===== src/rtl/seq_cla_pkg.sv =====
// Shared types and sizing helpers for the nibble-serial carry-lookahead adder.
// Latency: n/a (declarations only).
// Backpressure: n/a (declarations only).
package seq_cla_pkg;

    // Width of the single lookahead slice that is reused every cycle.
    localparam int NIB_W = 4;

    // Controller states: waiting for a request, or stepping through nibbles.
    typedef enum logic {
        IDLE = 1'b0,
        RUN  = 1'b1
    } state_t;

    // Completion flags captured together with the result.
    typedef struct packed {
        logic cout;
        logic ovf;
        logic zero;
    } flags_t;

    // Number of slice iterations needed for a WIDTH-bit operation.
    function automatic int nib_count(input int width);
        return width / NIB_W;
    endfunction

    // Width of the nibble index counter; never narrower than one bit.
    function automatic int idx_width(input int width);
        int nib;
        nib = nib_count(width);
        return (nib > 1) ? $clog2(nib) : 1;
    endfunction

endpackage


===== src/rtl/seq_cla_adder_slice4.sv =====
// 4-bit carry-lookahead slice: sum nibble plus carries into and out of bit 3.
// Latency: purely combinational, zero cycles.
// Backpressure: none; outputs follow inputs.
module cla_slice4
    import seq_cla_pkg::*;
(
    input  logic [NIB_W-1:0] a,
    input  logic [NIB_W-1:0] b,
    input  logic             cin,
    output logic [NIB_W-1:0] s,
    output logic             c3,
    output logic             c4
);

    logic [NIB_W-1:0] g;
    logic [NIB_W-1:0] p;
    logic [NIB_W-1:0] c;

    assign g = a & b;
    assign p = a ^ b;

    // Every carry is flattened from generate/propagate terms so that the
    // slice depth stays at one lookahead level instead of a ripple chain.
    always_comb begin
        c[0] = cin;
        c[1] = g[0] | (p[0] & cin);
        c[2] = g[1] | (p[1] & g[0]) | (p[1] & p[0] & cin);
        c[3] = g[2] | (p[2] & g[1]) | (p[2] & p[1] & g[0])
             | (p[2] & p[1] & p[0] & cin);
        c4   = g[3] | (p[3] & g[2]) | (p[3] & p[2] & g[1])
             | (p[3] & p[2] & p[1] & g[0])
             | (p[3] & p[2] & p[1] & p[0] & cin);
    end

    assign s  = p ^ c;
    assign c3 = c[3];

endmodule


===== src/rtl/seq_cla_adder.sv =====
// Nibble-serial WIDTH-bit add/subtract built around one 4-bit lookahead slice.
// Latency: done pulses WIDTH/4 edges after the accept edge; one op per WIDTH/4+1 cycles.
// Backpressure: start is taken only while busy=0; starts during busy are dropped, not queued.
module seq_cla_adder
    import seq_cla_pkg::*;
#(
    parameter int WIDTH = 32
) (
    input  logic             clk,
    input  logic             reset,
    input  logic             start,
    input  logic             sub,
    input  logic [WIDTH-1:0] a,
    input  logic [WIDTH-1:0] b,
    output logic             busy,
    output logic             done,
    output logic [WIDTH-1:0] result,
    output logic             cout,
    output logic             ovf,
    output logic             zero
);

    localparam int NIB   = nib_count(WIDTH);
    localparam int IDX_W = idx_width(WIDTH);
    localparam logic [IDX_W-1:0] LAST_IDX = IDX_W'(NIB - 1);

    // The nibble sequencing only works for whole nibbles and at least two steps.
    generate
        if (((WIDTH % NIB_W) != 0) || (WIDTH < 8)) begin : g_width_check
            $error("seq_cla_adder: WIDTH must be a multiple of 4 and at least 8");
        end
    endgenerate

    state_t             state_q;
    state_t             state_nxt;
    logic [IDX_W-1:0]   idx_q;
    logic [WIDTH-1:0]   opa_q;
    logic [WIDTH-1:0]   opb_q;
    logic [WIDTH-1:0]   acc_q;
    logic [WIDTH-1:0]   acc_nxt;
    logic               carry_q;
    logic [WIDTH-1:0]   result_q;
    flags_t             flags_q;
    logic               done_q;

    logic               accept;
    logic               last_nib;
    logic [NIB_W-1:0]   slice_a;
    logic [NIB_W-1:0]   slice_b;
    logic [NIB_W-1:0]   slice_s;
    logic               slice_c3;
    logic               slice_c4;

    assign accept   = (state_q == IDLE) && start;
    assign last_nib = (state_q == RUN) && (idx_q == LAST_IDX);

    // Current nibble of each operand; B is already inverted for subtraction.
    assign slice_a = opa_q[idx_q * NIB_W +: NIB_W];
    assign slice_b = opb_q[idx_q * NIB_W +: NIB_W];

    cla_slice4 u_slice (
        .a   (slice_a),
        .b   (slice_b),
        .cin (carry_q),
        .s   (slice_s),
        .c3  (slice_c3),
        .c4  (slice_c4)
    );

    // Accumulator image with this cycle's sum nibble merged in; on the last
    // nibble this is the complete result, so zero is judged on it directly.
    always_comb begin
        acc_nxt = acc_q;
        acc_nxt[idx_q * NIB_W +: NIB_W] = slice_s;
    end

    // Controller state register.
    always_ff @(posedge clk) begin
        if (reset) begin
            state_q <= IDLE;
        end else begin
            state_q <= state_nxt;
        end
    end

    // Next-state: leave IDLE on a request, return after the last nibble.
    always_comb begin
        state_nxt = state_q;
        case (state_q)
            IDLE: begin
                if (start) begin
                    state_nxt = RUN;
                end
            end
            RUN: begin
                if (idx_q == LAST_IDX) begin
                    state_nxt = IDLE;
                end
            end
            default: begin
                state_nxt = IDLE;
            end
        endcase
    end

    // Operand capture at accept, then one nibble of accumulation per RUN cycle.
    // Subtraction is a + ~b + 1: the +1 rides in as the initial carry.
    always_ff @(posedge clk) begin
        if (reset) begin
            opa_q   <= '0;
            opb_q   <= '0;
            acc_q   <= '0;
            carry_q <= 1'b0;
            idx_q   <= '0;
        end else if (accept) begin
            opa_q   <= a;
            opb_q   <= sub ? ~b : b;
            carry_q <= sub;
            idx_q   <= '0;
        end else if (state_q == RUN) begin
            acc_q   <= acc_nxt;
            carry_q <= slice_c4;
            idx_q   <= idx_q + 1'b1;
        end
    end

    // Visible result and flags change only at completion; done is a one-cycle echo.
    always_ff @(posedge clk) begin
        if (reset) begin
            result_q <= '0;
            flags_q  <= '0;
            done_q   <= 1'b0;
        end else begin
            done_q <= last_nib;
            if (last_nib) begin
                result_q      <= acc_nxt;
                flags_q.cout  <= slice_c4;
                flags_q.ovf   <= slice_c3 ^ slice_c4;
                flags_q.zero  <= (acc_nxt == '0);
            end
        end
    end

    assign busy   = (state_q == RUN);
    assign done   = done_q;
    assign result = result_q;
    assign cout   = flags_q.cout;
    assign ovf    = flags_q.ovf;
    assign zero   = flags_q.zero;

endmodule


===== config.mk =====
export PLATFORM = sky130hd
export DESIGN_NAME = seq_cla_adder
export DESIGN_NICKNAME = d
export VERILOG_FILES = /design/src/rtl/seq_cla_pkg.sv /design/src/rtl/seq_cla_adder_slice4.sv /design/src/rtl/seq_cla_adder.sv
export SDC_FILE = /design/constraint.sdc
export NUM_CORES = 1
export LEC_CHECK = 0
export CAP_MARGIN = 10
export CORE_MARGIN = 8
export CORE_UTILIZATION = 50
export CTS_CLUSTER_DIAMETER = 30
export CTS_CLUSTER_SIZE = 12
export DETAILED_ROUTE_END_ITERATION = 6
export HOLD_SLACK_MARGIN = 0.15
export PLACE_DENSITY_LB_ADDON = 0.05
export RECOVER_POWER = 100
export SYNTH_ARGS = -nofsm -noshare
export SYNTH_HDL_FRONTEND = slang
export SYNTH_SLANG_ARGS = --single-unit

===== constraint.sdc =====
create_clock -name clk -period 4.16 [get_ports clk]
set_clock_uncertainty 0.15 [all_clocks]
set_input_delay 0.832 -clock clk [delete_from_list [all_inputs] [get_ports clk]]
set_output_delay 0.832 -clock clk [all_outputs]
set_load 0.05 [all_outputs]

==> qor.csv, run 1 <==
metric,value,unit
synth-warning-count,0,
clk_latency,0.42,ns
cts_setup_buffers,0,
power_density,422,nW/um2
cpMostUsedCell,nand2_1,
drt_first_pass_iters,7,
clock-sinks,137,
rsz0062_at_grt,no,
irDropWorstVdd,256,uV
hold_class,register to register,
critPathSlowestCell,dfxtp_2,
core-area,12500,um2
worstMarginPinSlew,2.12,ns
syn_area_per_cell,8.54,um2
holdBufCountCts,0,
final_antenna_net_count,0,
combPwrFrac,13.7,%
via_count,5533,
r2r_cells,11,
post_cts_resized,0,
worstSetupPathType,register to register,
drt_iter0_drc,392,
dieArea,16500,um2
grt_start_max_net_pins,102,
postSynthCellCount,739,
port-buffer-count,104,
p_int,2.54,mW
cts_root_buf,clkbuf_16,
dieHeight,128,um
dp_hpwl,12200,um
start_util,50.6,%
synth.distinct_cells,53,
drc,0,
clk_pin_slew_worst_paths,0.06,ns
crit_buf_inv,1,
path_cells,mux4_2 > nand2_1 > nand2_1 > fa_1 > xnor2_1 > clkbuf_1 > a2bb2oi_1 > nor2_1 > a41oi_1 > nor4_1 > a22o_1,
slew_viol_final,102,
min_delay_path_depth,2,
ctsHtreeMaxLevel,4,
crit_cells,11,
max-cap-violations,1,
crit_arrival,4.04,ns
area_growth,28.3,%
pwr-share-seq,41.2,%
synth_seq_area_share,43.4,%
n_antenna_cell,0,
switching_share,25.8,%
globalplace.congestion,0.899,
synth-compound-area-share,16.6,%
p_leak,3.10,nW
fin_setup_tns,0,ns
die_w,128,um
ys.flop_type,dfxtp_1,
syn_area,6310,um2
final_cell_mix,"nand2_1, dfxtp_1, nor2_1",
final_nets,905,
clock.fmax,261,MHz
synth_top_family_by_area,simple AND/OR/NAND/NOR gates,
numCtsBuffers,17,
cts_tree,built,
final_common_cell,nand2_1,
end_kind,register,
cts_buffer_depth,2,
violations,"capacitance limit, slew limit",
viasPerCell,5.47,
wl_per_cell,17.1,um
synthMuxAreaShare,10.5,%
hold_violations,0,
post-route-period-util,92.0,%
yosys.area_share.simple,18.2,%
overflow,0,
p_clk_share,45.1,%
slew_headroom,-41.4,%
synthAdderAreaFrac,2.10,%
dp.cells,980,
path_delay_family,flip-flops,
num_rows,41,
grt_pass1_wl,28400,um
worstPathRequired,4.37,ns
fin_util,65.0,%
routed_wirelength,17400,um
synthArstFlopShare,0,%
syn-num-nets,817,
grt_pass1_vias,5601,
ys_ff_latch,137,
synth-xor-area-share,5.27,%
synth_edf_count,0,
stdcell_count,1012,
critPathMaxFanout,20,
p_sw,882,uW
finalSetupViolCount,0,
grtUsageTotal,21.8,%
final_layout_size_suffix_gt1_share,8.57,%
boundaryPins,105,
cp-start-kind,register,
period_needed,3.83,ns
antenna_found_initial,0,
critPathMaxStageDelay,0.75,ns
status,"finished, violations left",
[cells in the mapped netlist (5+ instances only)]
library cell | count | share of area, %
o21ai_0 | 42 | 3.3
buf_1 | 10 | 0.59
a22o_1 | 5 | 0.69
buf_2 | 6 | 0.48
mux2i_1 | 30 | 4.8
a21oi_1 | 64 | 5.1
nor3_1 | 8 | 0.63
a211oi_1 | 43 | 5.1
mux4_2 | 16 | 5.7
inv_1 | 6 | 0.36
nand4_1 | 5 | 0.50
nand3_1 | 10 | 0.79
dfxtp_1 | 137 | 43
nor2_1 | 88 | 5.2
ha_1 | 9 | 1.8
xnor2_1 | 35 | 4.9
nand2_1 | 144 | 8.6
clkbuf_1 | 38 | 2.3
[per-layer routing]
metal / share of wire (%) / up-vias / global-route usage, %
li1: - / 2743 / -
met1: 40 / 2575 / 24.3
met2: 53 / 181 / 38.2
met3: 5.3 / 34 / 4.68
met4: 2.6 / 0 / 12.1
met5: 0 / - / 0
[power groups by stage]
stage / clock (mW) / combinational (mW) / sequential [mW]
2_1_floorplan: 0 / 0.308 / 1.42
3_3_place_gp: 0 / 0.464 / 1.43
3_5_place_dp: 0 / 0.471 / 1.44
4_1_cts: 1.56 / 0.476 / 1.41
5_1_grt: 1.62 / 0.514 / 1.41
6_report: 1.54 / 0.470 / 1.41
[tightest hold or removal path, cell delays in order, from the launching register on]
cell and delay (ns):
dfxtp_1 0.32, nand2_1 0.04, o21ai_0 0.05
[flip-flops by register name, indices dropped and copies added, names as in the netlist]
signal	flops
ovf	1
acc_q	32
busy	1
cout	1
done	1
zero	1
idx_q	3
carry_q	1
opa_q	32
result	32
opb_q	32
[logic make-up (layout without fill, tap and decap cells)]
family                   after synthesis  in the layout
AND/OR/NAND/NOR                      274            274
flip-flops                           137            137
XOR/XNOR                              38             38
AO/OA/AOI/OAI                        172            172
buffers and inverters                 62            163
adder cells (fa/ha/maj)               10             10
multiplexers                          46             46
[layout make-up]
type	instances	area, um2
Timing Repair Buffer	124	1170
Clock inverter	13	168
Inverter	7	26.3
Fill cell	1078	4370
Multi-Input combinational cell	540	3330
Tap cell	172	215
Sequential cell	137	2740
Clock buffer	19	443
[final timing paths]
path         startpoint         end  slack (ns)
max reg2reg    idx_q[0]        zero        0.33
min          result[29]  result[29]        0.29
max            idx_q[0]        zero        0.33
min reg2reg  result[29]  result[29]        0.29
[metrics by stage]
stage	power (mW)	instance area (um2)	setup WS (ns)	hold WS, ns
5_1_grt	3.55	8100	0.0984	0.324
3_5_place_dp	1.91	7510	0.412	0.291
2_1_floorplan	1.73	6310	0.450	0.282
4_1_cts	3.44	8120	0.396	0.303
3_3_place_gp	1.90	7510	0.475	0.287
6_report	3.42	8100	0.335	0.292
(Power assumes the default switching activity.)
==> run 2: changes to the inputs <==
CORE_UTILIZATION = 30   (was 50)
clock period = 4.6 ns   (was 4.16 ns; I/O delays follow)
==> run 2 against run 1 <==
Compared with the run above:
- the flow still finishes with violations (capacitance limit, slew limit)
- fmax is 0.15% higher
- non-clock buffer count grew 1
- clock power fell by 12%
- utilization down 26 points
- sequential cell count is the same
- register-to-register slack improved by 0.45 ns
- design area is 1.3% higher
- die area increased by 57%
- global-route usage is 7.3 points lower
- final cell count increased by 10%
- clock-buffer cell count rose by 6
- first-iteration DRC count fell by 35%
- largest cell class unchanged
- largest power group unchanged
- highest routed layer unchanged
==> qor.csv, run 2 (synthesis results as in run 1) <==
metric,value,unit,change
status,"finished, violations left",,
violations,"capacitance limit, slew limit",,
worstSetupPathType,register to register,,
drc,0,,unchanged
grt_start_max_net_pins,102,,unchanged
via_count,5372,,-2.9%
ctsHtreeMaxLevel,4,,unchanged
die_w,161,um,+25%
worstPathRequired,4.81,ns,+0.44 ns
slew_headroom,-46.3,%,-4.8 points
final_layout_size_suffix_gt1_share,7.98,%,-0.60 points
antenna_found_initial,0,,unchanged
holdBufCountCts,0,,unchanged
routed_wirelength,19100,um,+9.9%
dieHeight,161,um,+25%
globalplace.congestion,0.858,,-4.6%
wl_per_cell,17.1,um,-0.29%
dieArea,25900,um2,+57%
end_kind,register,,
cts_setup_buffers,0,,unchanged
cpMostUsedCell,ha_1,,
grtUsageTotal,14.5,%,-7.3 points
crit_arrival,4.03,ns,about the same
critPathMaxStageDelay,0.64,ns,-0.11 ns
finalSetupViolCount,0,,unchanged
hold_violations,0,,unchanged
cts_tree,built,,
critPathMaxFanout,16,,-20%
final_antenna_net_count,0,,unchanged
clk_pin_slew_worst_paths,0.06,ns,about the same
critPathSlowestCell,dfxtp_2,,
viasPerCell,4.82,,-12%
cts_root_buf,clkbuf_16,,
crit_buf_inv,1,,unchanged
fin_setup_tns,0,ns,unchanged
worstMarginPinSlew,2.19,ns,+0.0726 ns
slew_viol_final,125,,+23%
clock.fmax,262,MHz,+0.15%
drt_first_pass_iters,4,,-3
core-area,20800,um2,+67%
fin_util,39.4,%,-26 points
cts_buffer_depth,2,,unchanged
clk_latency,0.42,ns,about the same
cp-start-kind,register,,
final_cell_mix,"nand2_1, dfxtp_1, nor2_1",,
rsz0062_at_grt,no,,
final_common_cell,nand2_1,,
min_from,result[7],,
num_rows,53,,+29%
nFillCells,2180,,+100%
drt_iter0_drc,253,,-35%
overflow,0,,unchanged
grt_pass1_wl,29900,um,+5.2%
numCtsBuffers,17,,unchanged
port-buffer-count,104,,unchanged
dp_hpwl,13800,um,+12%
irDropWorstVdd,194,uV,-24%
clock-sinks,137,,unchanged
post_cts_resized,0,,unchanged
final_nets,906,,+0.11%
rrSetupSlack,0.78,ns,+0.45 ns
area_growth,29.9,%,
n_antenna_cell,0,,unchanged
start_util,30.3,%,-20 points
power_density,373,nW/um2,-12%
post-route-period-util,83.0,%,-8.9 points
p_leak,3.10,nW,-0.14%
max-cap-violations,2,,+1
boundaryPins,105,,unchanged
cp-startpoint,idx_q[0],,
rr_startpoint,idx_q[0],,
stdcell_count,1115,,+10%
path_delay_family,simple AND/OR/NAND/NOR gates,,
total_power,3.06,mW,-10%
grt_pass1_vias,5454,,-2.6%
path_cells,inv_1 > ha_1 > ha_1 > nand4bb_1 > and2_1 > a2111o_1 > or4_1 > nor4_1 > a22o_1,,
hold_class,register to register,,
period_needed,3.82,ns,-0.00580 ns
dp.cells,1084,,+11%
[run 2: cell count changes in the layout (fill, tap and decap cells not counted)]
cell | previous run | this run
clkbuf_4 | 0 | 1
bufinv_16 | 3 | 2
nor2b_4 | 1 | 0
clkbuf_8 | 1 | 4
nor2b_1 | 1 | 2
clkbuf_1 | 5 | 9
inv_6 | 3 | 0
buf_2 | 2 | 1
clkinvlp_4 | 5 | 2
[run 2: layout make-up]
class	instances	area [um2]	area share (%)
clock inverter	6	88.8	1.08
tap	275	344	4.20
inverter	7	26.3	0.320
timing repair buffer	125	1180	14.4
clock buffer	25	495	6.04
sequential	137	2740	33.5
multi-input combinational	540	3320	40.5
[run 2: routing by layer]
metal | vias to the layer above | share of wire (%) | GRT usage (%)
met5 | - | 0 | 0
met4 | 0 | 1.3 | 4.55
met3 | 11 | 4.0 | 3.64
met2 | 109 | 51 | 25.6
met1 | 2514 | 44 | 17.0
li1 | 2738 | - | -
[run 2: tightest hold or removal path, delay by kind of cell, from the launching register on]
kind,cells,cell delay (ns)
and+or+nand+nor,1,0.04
AOI/OAI and AO/OA,1,0.05
DFF,1,0.32
[run 2: final timing paths]
path                    end  cells past startpoint
setup / recovery       zero                      9
hold / removal    result[7]                      2
setup reg to reg       zero                      9
hold reg to reg   result[7]                      2
[run 2: through the flow]
stage | setup slack [ns] | instance area, um2 | hold slack, ns
after floorplan | 0.890 | 6310 | 0.282
after global placement | 0.818 | 7650 | 0.289
after detailed placement | 0.729 | 7650 | 0.292
after CTS | 0.722 | 8240 | 0.306
after global routing | 0.521 | 8200 | 0.321
final | 0.780 | 8200 | 0.292
[run 2: where the power goes]
group          total, mW  internal [mW]  switching (mW)
registers           1.27           1.24          0.0344
clock network       1.36          0.854           0.510
logic              0.426          0.183           0.243
total               3.06           2.27           0.788
